## src/rtl/load_store_unit_if.sv

```systemverilog
// CPU request/response and data-memory bus of the load/store unit.
// master = CPU plus memory side, slave = load_store_unit.
interface load_store_unit_if #(
   parameter int mem_add_width = 32,
   parameter int mem_width     = 32
);
   logic                     req_valid;
   logic                     req_ready;
   logic                     req_write;
   logic [1:0]               req_size;
   logic                     req_signed;
   logic [31:0]              req_addr;
   logic [mem_width-1:0]     req_wdata;
   logic                     rsp_valid;
   logic [mem_width-1:0]     rsp_rdata;
   logic                     rsp_err;
   logic                     wr_en_mem;
   logic [mem_add_width-1:0] add_mem;
   logic [mem_width-1:0]     wrd_mem;
   logic [mem_width-1:0]     rdd_mem;

   modport master (
      output req_valid, req_write, req_size, req_signed, req_addr, req_wdata, rdd_mem,
      input  req_ready, rsp_valid, rsp_rdata, rsp_err, wr_en_mem, add_mem, wrd_mem
   );

   modport slave (
      input  req_valid, req_write, req_size, req_signed, req_addr, req_wdata, rdd_mem,
      output req_ready, rsp_valid, rsp_rdata, rsp_err, wr_en_mem, add_mem, wrd_mem
   );
endinterface

```

## src/rtl/load_store_unit.sv

```systemverilog
// Byte/half/word load-store unit with read-modify-write for sub-word stores.
// Response 2 cycles after accept (3 for sub-word stores, 1 for errors); req_ready only in IDLE, no response backpressure.
module load_store_unit #(
   parameter int mem_add_width = 32,
   parameter int mem_width     = 32
) (
   input  logic               clk,
   input  logic               rst,
   load_store_unit_if.slave   bus
);
   localparam logic [1:0] IDLE   = 2'd0;
   localparam logic [1:0] ACCESS = 2'd1;
   localparam logic [1:0] WRITE  = 2'd2;
   localparam logic [1:0] RESP   = 2'd3;

   logic [1:0]           state;
   logic                 l_write;
   logic                 l_signed;
   logic                 l_err;
   logic [1:0]           l_size;
   logic [31:0]          l_addr;
   logic [mem_width-1:0] l_wdata;
   logic [mem_width-1:0] merge_q;
   logic [mem_width-1:0] rdata_q;

   logic                 req_err;
   logic                 accept;
   logic                 sub_store;
   logic [31:0]          word_idx;
   logic [7:0]           byte_sel;
   logic [15:0]          half_sel;
   logic [mem_width-1:0] load_val;
   logic [mem_width-1:0] merge_val;

   assign req_err = (bus.req_size == 2'b11)
                  | ((bus.req_size == 2'b01) & bus.req_addr[0])
                  | ((bus.req_size == 2'b10) & (bus.req_addr[1:0] != 2'b00));
   assign accept    = bus.req_valid & (state == IDLE);
   assign sub_store = l_write & (l_size != 2'b10);
   assign word_idx  = {2'b00, l_addr[31:2]};

   assign byte_sel = 8'(bus.rdd_mem >> {l_addr[1:0], 3'b000});
   assign half_sel = l_addr[1] ? bus.rdd_mem[31:16] : bus.rdd_mem[15:0];

   always_comb begin
      load_val = bus.rdd_mem;
      case (l_size)
         2'b00:   load_val = l_signed ? {{24{byte_sel[7]}}, byte_sel} : {24'h0, byte_sel};
         2'b01:   load_val = l_signed ? {{16{half_sel[15]}}, half_sel} : {16'h0, half_sel};
         default: load_val = bus.rdd_mem;
      endcase
   end

   // Replace only the addressed lane(s) of the word captured in ACCESS.
   always_comb begin
      merge_val = merge_q;
      if (l_size == 2'b00)
         merge_val[{l_addr[1:0], 3'b000} +: 8] = l_wdata[7:0];
      else if (l_size == 2'b01)
         merge_val[{l_addr[1], 4'b0000} +: 16] = l_wdata[15:0];
   end

   assign bus.req_ready = (state == IDLE);
   assign bus.rsp_valid = (state == RESP);
   assign bus.rsp_rdata = (state == RESP) ? rdata_q : '0;
   assign bus.rsp_err   = (state == RESP) & l_err;
   assign bus.wr_en_mem = !rst & (((state == ACCESS) & l_write & !sub_store) | (state == WRITE));
   assign bus.wrd_mem   = !bus.wr_en_mem ? '0 : ((state == WRITE) ? merge_val : l_wdata);
   assign bus.add_mem   = ((state == ACCESS) | (state == WRITE)) ? mem_add_width'(word_idx) : '0;

   always_ff @(posedge clk) begin
      if (rst) begin
         state    <= IDLE;
         l_write  <= 1'b0;
         l_signed <= 1'b0;
         l_err    <= 1'b0;
         l_size   <= 2'b00;
         l_addr   <= 32'h0;
         l_wdata  <= '0;
         merge_q  <= '0;
         rdata_q  <= '0;
      end else begin
         case (state)
            IDLE: begin
               if (accept) begin
                  l_write  <= bus.req_write;
                  l_signed <= bus.req_signed;
                  l_size   <= bus.req_size;
                  l_addr   <= bus.req_addr;
                  l_wdata  <= bus.req_wdata;
                  l_err    <= req_err;
                  rdata_q  <= '0;
                  state    <= req_err ? RESP : ACCESS;
               end
            end
            ACCESS: begin
               if (!l_write) begin
                  rdata_q <= load_val;
                  state   <= RESP;
               end else if (sub_store) begin
                  merge_q <= bus.rdd_mem;
                  state   <= WRITE;
               end else begin
                  state   <= RESP;
               end
            end
            WRITE:   state <= RESP;
            default: state <= IDLE;
         endcase
      end
   end
endmodule

```

## src/flat_wrapper.sv

```systemverilog
// flat-port wrapper written by rule: the top's interface ports become plain ports
module load_store_unit_flat 
#(
   parameter int mem_add_width = 32,
   parameter int mem_width     = 32
)
  (clk, rst, bus_req_valid, bus_req_write, bus_req_size, bus_req_signed, bus_req_addr, bus_req_wdata, bus_rdd_mem, bus_req_ready, bus_rsp_valid, bus_rsp_rdata, bus_rsp_err, bus_wr_en_mem, bus_add_mem, bus_wrd_mem);
  load_store_unit_if #(.mem_add_width(mem_add_width), .mem_width(mem_width)) bus_i ();
  input  logic clk;
  input  logic rst;
  input wire logic [$bits(bus_i.req_valid)-1:0] bus_req_valid;
  input wire logic [$bits(bus_i.req_write)-1:0] bus_req_write;
  input wire logic [$bits(bus_i.req_size)-1:0] bus_req_size;
  input wire logic [$bits(bus_i.req_signed)-1:0] bus_req_signed;
  input wire logic [$bits(bus_i.req_addr)-1:0] bus_req_addr;
  input wire logic [$bits(bus_i.req_wdata)-1:0] bus_req_wdata;
  input wire logic [$bits(bus_i.rdd_mem)-1:0] bus_rdd_mem;
  output wire logic [$bits(bus_i.req_ready)-1:0] bus_req_ready;
  output wire logic [$bits(bus_i.rsp_valid)-1:0] bus_rsp_valid;
  output wire logic [$bits(bus_i.rsp_rdata)-1:0] bus_rsp_rdata;
  output wire logic [$bits(bus_i.rsp_err)-1:0] bus_rsp_err;
  output wire logic [$bits(bus_i.wr_en_mem)-1:0] bus_wr_en_mem;
  output wire logic [$bits(bus_i.add_mem)-1:0] bus_add_mem;
  output wire logic [$bits(bus_i.wrd_mem)-1:0] bus_wrd_mem;
  assign bus_i.req_valid = bus_req_valid;
  assign bus_i.req_write = bus_req_write;
  assign bus_i.req_size = bus_req_size;
  assign bus_i.req_signed = bus_req_signed;
  assign bus_i.req_addr = bus_req_addr;
  assign bus_i.req_wdata = bus_req_wdata;
  assign bus_i.rdd_mem = bus_rdd_mem;
  assign bus_req_ready = bus_i.req_ready;
  assign bus_rsp_valid = bus_i.rsp_valid;
  assign bus_rsp_rdata = bus_i.rsp_rdata;
  assign bus_rsp_err = bus_i.rsp_err;
  assign bus_wr_en_mem = bus_i.wr_en_mem;
  assign bus_add_mem = bus_i.add_mem;
  assign bus_wrd_mem = bus_i.wrd_mem;
  load_store_unit #(.mem_add_width(mem_add_width), .mem_width(mem_width)) u_core (.clk(clk), .rst(rst), .bus(bus_i));
endmodule
```

## config.mk

```make
export PLATFORM = sky130hd
export DESIGN_NAME = load_store_unit_flat
export DESIGN_NICKNAME = d
export VERILOG_FILES = /design/src/rtl/load_store_unit_if.sv /design/src/rtl/load_store_unit.sv /design/src/flat_wrapper.sv
export SDC_FILE = /design/constraint.sdc
export NUM_CORES = 1
export LEC_CHECK = 0
export ABC_AREA = 1
export ABC_CLOCK_PERIOD_IN_PS = 2500
export BUFFER_PORTS_ARGS = -buffer_cell sky130_fd_sc_hd__buf_2
export CAP_MARGIN = 20
export CORE_AREA = 2 2 129 131
export DETAILED_ROUTE_END_ITERATION = 16
export DIE_AREA = 0 0 131 133
export GPL_ROUTABILITY_DRIVEN = 0
export PLACE_DENSITY = 0.7
export SLEW_MARGIN = 20
export SYNTH_ARGS = -nofsm -noshare
export SYNTH_HDL_FRONTEND = slang
export SYNTH_SLANG_ARGS = --single-unit
```

## constraint.sdc

```tcl
create_clock -name clk -period 2.5 [get_ports clk]
set_input_delay 0 -clock clk [delete_from_list [all_inputs] [get_ports clk]]
set_output_delay 0 -clock clk [all_outputs]
set_load 0.005 [all_outputs]
```

Word level (Yosys, flattened, before mapping)
Index checks and enable logic that the tools add are counted.
{ "totals": {"regBits": 135} }
{ "op_classes": {"add_sub_neg": 2, "eq_ne": 10, "n_shift": 5, "muxes": 20, "bitwise": 12, "n_reduce_logical": 9} }
{ "ops": {"columns": ["cell", "count"], "rows": [
  ["$mux 32", 9],
  ["$pmux 32 s2", 2],
  ["$bwmux 32", 2],
  ["$shift 16x7->32 const A", 1],
  ["$shift 8x7->32 const A", 1],
  ["$shiftx 16x7->32", 1],
  ["$shiftx 8x7->32", 1],
  ["$shr 32x5->8", 1],
  ["$mux 30", 1],
  ["$mux 16", 1],
  ["$neg 5->7", 2],
  ["$and 1x1->1", 8],
  ["$eq 2x2->1 const B", 4],
  ["$eq 2x1->1 const B", 3],
  ["$mux 2", 3],
  ["$pmux 2 s3", 1],
  ["$reduce_and 3->1", 2],
  ["$logic_not 2->1", 2],
  ["$ne 2x2->1 const B", 2],
  ["$or 1x1->1", 4],
  ["$reduce_bool 2->1", 2],
  ["$logic_not 1->1", 2],
  ["$ne 2x1->1 const B", 1],
  ["$reduce_and 2->1", 1],
  ["$mux 1", 1]
]} }

Longest topological paths before layout
{ "depth": {"ltp_word": 7, "mapped_depth": 12} }

Worst setup path after synthesis
OpenSTA, ideal clock, no wires.
{ "synth_path": {"path_kind": "reg-to-output", "from": "register u_core.l_addr[1]", "to": "output port bus_wrd_mem[9]", "arrival_time_ns": 2.010, "t_required_ns": 2.500, "path_slack_ns": 0.490, "path_stages_with_launch": 12, "n_path_buf": 3, "path_cell_list": "dfxtp_1 buf_2 inv_2 buf_1 ha_1 clkbuf_1 nand2_1 o21ai_0 nand2_1 o21ai_0 nand2_1 a21oi_1"} }
{ "synth_via": {"elab_chain_cells": 7, "elab_cells_between_ends": 12} }
{ "synth_rtl": {"columns": ["item", "line_no", "source"], "rows": [
  ["start: declaration", "load_store_unit.sv:21", "logic [31:0] l_addr;"],
  ["start signal: assignment", "load_store_unit.sv:89", "l_addr <= bus.req_addr;"],
  ["$neg 5->7", "load_store_unit.sv:60", "merge_val[{l_addr[1], 4'b0000} +: 16] = l_wdata[15:0];"],
  ["$shiftx 16x7->32 / $shift 16x7->32 (equally long branches)", "load_store_unit.sv:60", null],
  ["$bwmux 32", "load_store_unit.sv:60", null],
  ["$mux 32", "load_store_unit.sv:59", "else if (l_size == 2'b01)"],
  ["$mux 32 (*)", "load_store_unit.sv:57", "if (l_size == 2'b00)"],
  ["$mux 32 (*) (2 in a row)", "load_store_unit.sv:68", "assign bus.wrd_mem = !bus.wr_en_mem ? '0 : ((state == WRITE) ? merge_val : l_wdata);"],
  ["end: declaration", "flat_wrapper.sv:24", "output wire logic [$bits(bus_i.wrd_mem)-1:0] bus_wrd_mem;"]
]} }
Mark *: on every way between the ends. The rest lies on a longest branch, timed or not.

Worst setup path in the final report
{ "layout_path": {"from": "register u_core.l_addr[1]", "to": "output port bus_wrd_mem[25]"} }
The elaborated chain is that of the path after synthesis.

==> key figures <==
Run status
  • Run status: completed

Clock tree
  • Clock net sink count: 135
  • Clock Root Buffer: clkbuf_16
  • CTS tree: done
  • Worst skew pair latency: 0.43 ns
  • Setup bufs post-CTS: 0
  • TritonCTS Buffers: 17
  • Clock transition at path regs: 0.06 ns
  • H-tree depth: 4
  • CTS Buffer Depth: 2

Worst hold path
  • WHS Path Cells: 5
  • Hold_sp: bus_rdd_mem[27]
  • WHS Endpoint: u_core.rdata_q[11]$_SDFFE_PP0P_
  • Worst hold-check path type: in -> reg

Worst setup path
  • Worst reg2reg setup slack: 0.57 ns
  • Critical path class: reg -> out
  • Crit-path most repeated cell: o21ai_0
  • Worst R2R Start: u_core.state[0]$_SDFFE_PP0N_
  • Max stage delay on crit path: 0.35 ns
  • Max Fanout on Critical Path: 21
  • Reg2reg end: u_core.rdata_q[15]$_SDFFE_PP0P_
  • Worst setup EP type: output pin
  • Startpoint type of the worst setup path: flip-flop
  • Slowest cell on crit path: o21ai_0
  • Critical path arrival: 2.41 ns
  • CP Cell Sequence: inv_2 > ha_1 > clkinvlp_4 > nand3_1 > o21ai_0 > o21ai_0 > a21oi_1 > buf_2
  • Worst Reg-to-Reg Cells: 10
  • Critical Path RT: 2.50 ns

Routing
  • DR WL/cell: 14.9 um
  • DRC Markers: 0
  • Antenna Nets Post-Route: 0
  • Initial DRC Count: 764
  • Via count: 8347
  • DRT Wirelength: 24100 um
  • Drt first pass iters: 5
  • Via density: 5.17

Yosys
  • Main combinational cell family by area after synthesis: compound AO/OA/AOI/OAI gates
  • Synthesized area per cell: 6.36 sq um
  • Mapped Cells: 1118
  • Mux cell area share after synthesis: 0%
  • Simple-Gate Fraction of Synth Area: 22.6%
  • Unique masters post-synth: 28
  • Share of the yosys chip area belonging to registers: 38.0%
  • Synth Area in XOR/XNOR: 0%
  • Yosys reg bits: 135
  • Yosys warning total: 0
  • Area fraction in compound gates after synthesis: 25.7%
  • Cell area after synthesis: 7120 sq um
  • Post-Synth Adder-Cell Area: 1.58%

Finish
  • Most frequent cells in the layout: nand2_1 (208), buf_2 (200), o21ai_0 (183)
  • Fillers: 1499
  • Ant diodes: 0
  • Layout cell share with drive strength beyond 1: 19.4%
  • Multi-input gate area: 3570 sq um
  • Layout area overhead: 38.9%
  • Sequential cell area: 2700 sq um
  • Layout Cells excl Fill: 1616
  • Nets: 1495
  • Commonest non-fill, non-tap cell in the layout: nand2_1

Power and ir drop
  • Sw Pwr: 3.53 mW
  • Combinational Power Share: 38.1%
  • Internal: 5.54 mW
  • Switching Share: 39.0%
  • Pleak: 4.87 nW
  • VDD IR max: 0.699 mV
  • Flop pwr share: 32.2%
  • Power Dens Cells: 917 nW/um^2
  • Design Power: 9.07 mW
  • Clock Power Share: 29.7%

Floorplanning
  • Core area: 16200 sq um
  • Top Ports: 203
  • Die ar.: 17400 sq um
  • Die width: 131 um
  • Initial Util: 44.0%
  • Cell Rows: 47
  • Die Ht: 133 um

Timing
  • RSZ-0062 raised after global routing: true
  • Slew Limit Fails: 0
  • Fin Clk Skew: 0.0104 ns
  • Slew headroom: 56.6%
  • Final min period: 2.41 ns
  • Fin. Hold Viols: 0
  • Final Hold Slack: 0.0185 ns
  • Setup TNS: 0 ns
  • Endpoints failing setup: 0
  • Max Fclk: 416 MHz
  • Setup ws final: 0.0937 ns
  • Period utilization: 96.3%
  • Worst-Margin Slew: 0.651 ns

Global routing
  • GRT overflow: 0
  • Largest net degree at the start of global routing: 81
  • GRT Overall Usage: 26.9%
  • Vias in the first global route: 7575
  • Global-route wire length before repair: 37000 um
  • Initial antenna violation count: 0

Placement
  • Placed instance count: 1487
  • Port bufs: 200
  • Place WS: 0.559 ns
  • Post-detail-place hpwl: 16100 um

Job
  • Max-cap violations: 0
-- layout make-up --
type                       instances  share of cell area (%)
timing repair buffer             317                    21.7
clock buffer                      21                    4.66
inverter                         146                    5.62
clock inverter                    11                    1.73
sequential                       135                    27.3
tap                              220                    2.78
multi-input combinational        766                    36.2
-- synthesized netlist by cell type (all sizes together) --
library cell | instances | share of area (%)
a21oi | 137 | 9.6
a31o | 1 | 0.12
buf | 26 | 1.9
clkbuf | 46 | 2.4
clkinv | 2 | 0.11
conb | 1 | 0.053
dfxtp | 135 | 38
ha | 9 | 1.6
inv | 144 | 7.6
nand2 | 212 | 11
nand3 | 38 | 2.9
nor2 | 150 | 8.0
nor3 | 2 | 0.30
o211ai | 23 | 2.4
o21ai | 187 | 13
o21bai | 2 | 0.26
o31ai | 1 | 0.11
or2 | 2 | 0.18
-- metrics by stage --
step / util (%) / instance area (sq um)
after floorplan: - / 7120
after global placement: 51.1 / 8260
after detailed placement: 51.1 / 8260
after CTS: 61.0 / 9870
after global routing: 61.1 / 9890
final: 61.1 / 9890
-- power by group through the flow --
| stage | Clock, mW | Combinational, mW | Sequential, mW |
|---|---|---|---|
| 2_1_floorplan | 0 | 2.32 | 2.86 |
| 3_3_place_gp | 0 | 3.21 | 2.94 |
| 3_5_place_dp | 0 | 3.23 | 2.96 |
| 5_1_grt | 2.80 | 3.87 | 2.97 |
| 6_report | 2.69 | 3.46 | 2.92 |
| 4_1_cts | 2.71 | 3.37 | 2.91 |
-- sequential cells by signal, indices dropped and copies added, names as in the netlist --
| signal | flops |
|---|---|
| u_core.state | 2 |
| u_core.l_wdata | 32 |
| u_core.l_addr | 32 |
| u_core.merge_q | 32 |
| u_core.l_err | 1 |
| u_core.l_size | 2 |
| u_core.l_signed | 1 |
| u_core.l_write | 1 |
| u_core.rdata_q | 32 |
-- worst max-delay path: cells and delay by family, from the launching register on --
kind            cells  cell delay, ns
fa+ha+maj           1            0.28
simple gates        1            0.16
compound gates      3            0.53
buf+inv             3            0.68
flops               1            0.32
-- logic make-up after synthesis --
| family | Yosys count |
|---|---|
| buf+inv | 218 |
| fa+ha+maj | 9 |
| flops | 135 |
| other cells | 1 |
| compound gates | 351 |
| simple gates | 404 |
-- timing repair --
action                                 4_1_cts  5_1_grt
hold buffers                                97        0
resized for setup                            0        4
setup endpoints to repair                    0        4
endpoints found under the hold margin      105        0
-- worst max-delay path by stage --
stage               slack (ns)  cells past startpoint                     startpoint              end
CTS                        0.1                      9  u_core.l_addr[1]$_SDFFE_PP0P_   bus_wrd_mem[9]
finish                    0.09                      8  u_core.l_addr[1]$_SDFFE_PP0P_  bus_wrd_mem[25]
global route             -0.01                      8  u_core.l_addr[1]$_SDFFE_PP0P_  bus_wrd_mem[25]
floorplan                 0.49                     11  u_core.l_addr[1]$_SDFFE_PP0P_   bus_wrd_mem[9]
global placement          0.55                      9  u_core.l_addr[1]$_SDFFE_PP0P_   bus_wrd_mem[9]
detailed placement        0.56                      9  u_core.l_addr[1]$_SDFFE_PP0P_   bus_wrd_mem[9]
-- layer usage --
layer  share of wire [%]  routed length [um]  vias to the layer above  global-route usage [%]
li1                    -                   -                     4112                       -
met1                  42               10200                     3798                    34.2
met2                  47               11400                      362                    44.1
met3                 7.0                1700                       75                    5.78
met4                 3.3                 803                        0                    10.5
met5                   0                   0                        -                       0
No activity file was read; power rests on OpenSTA's default activity.
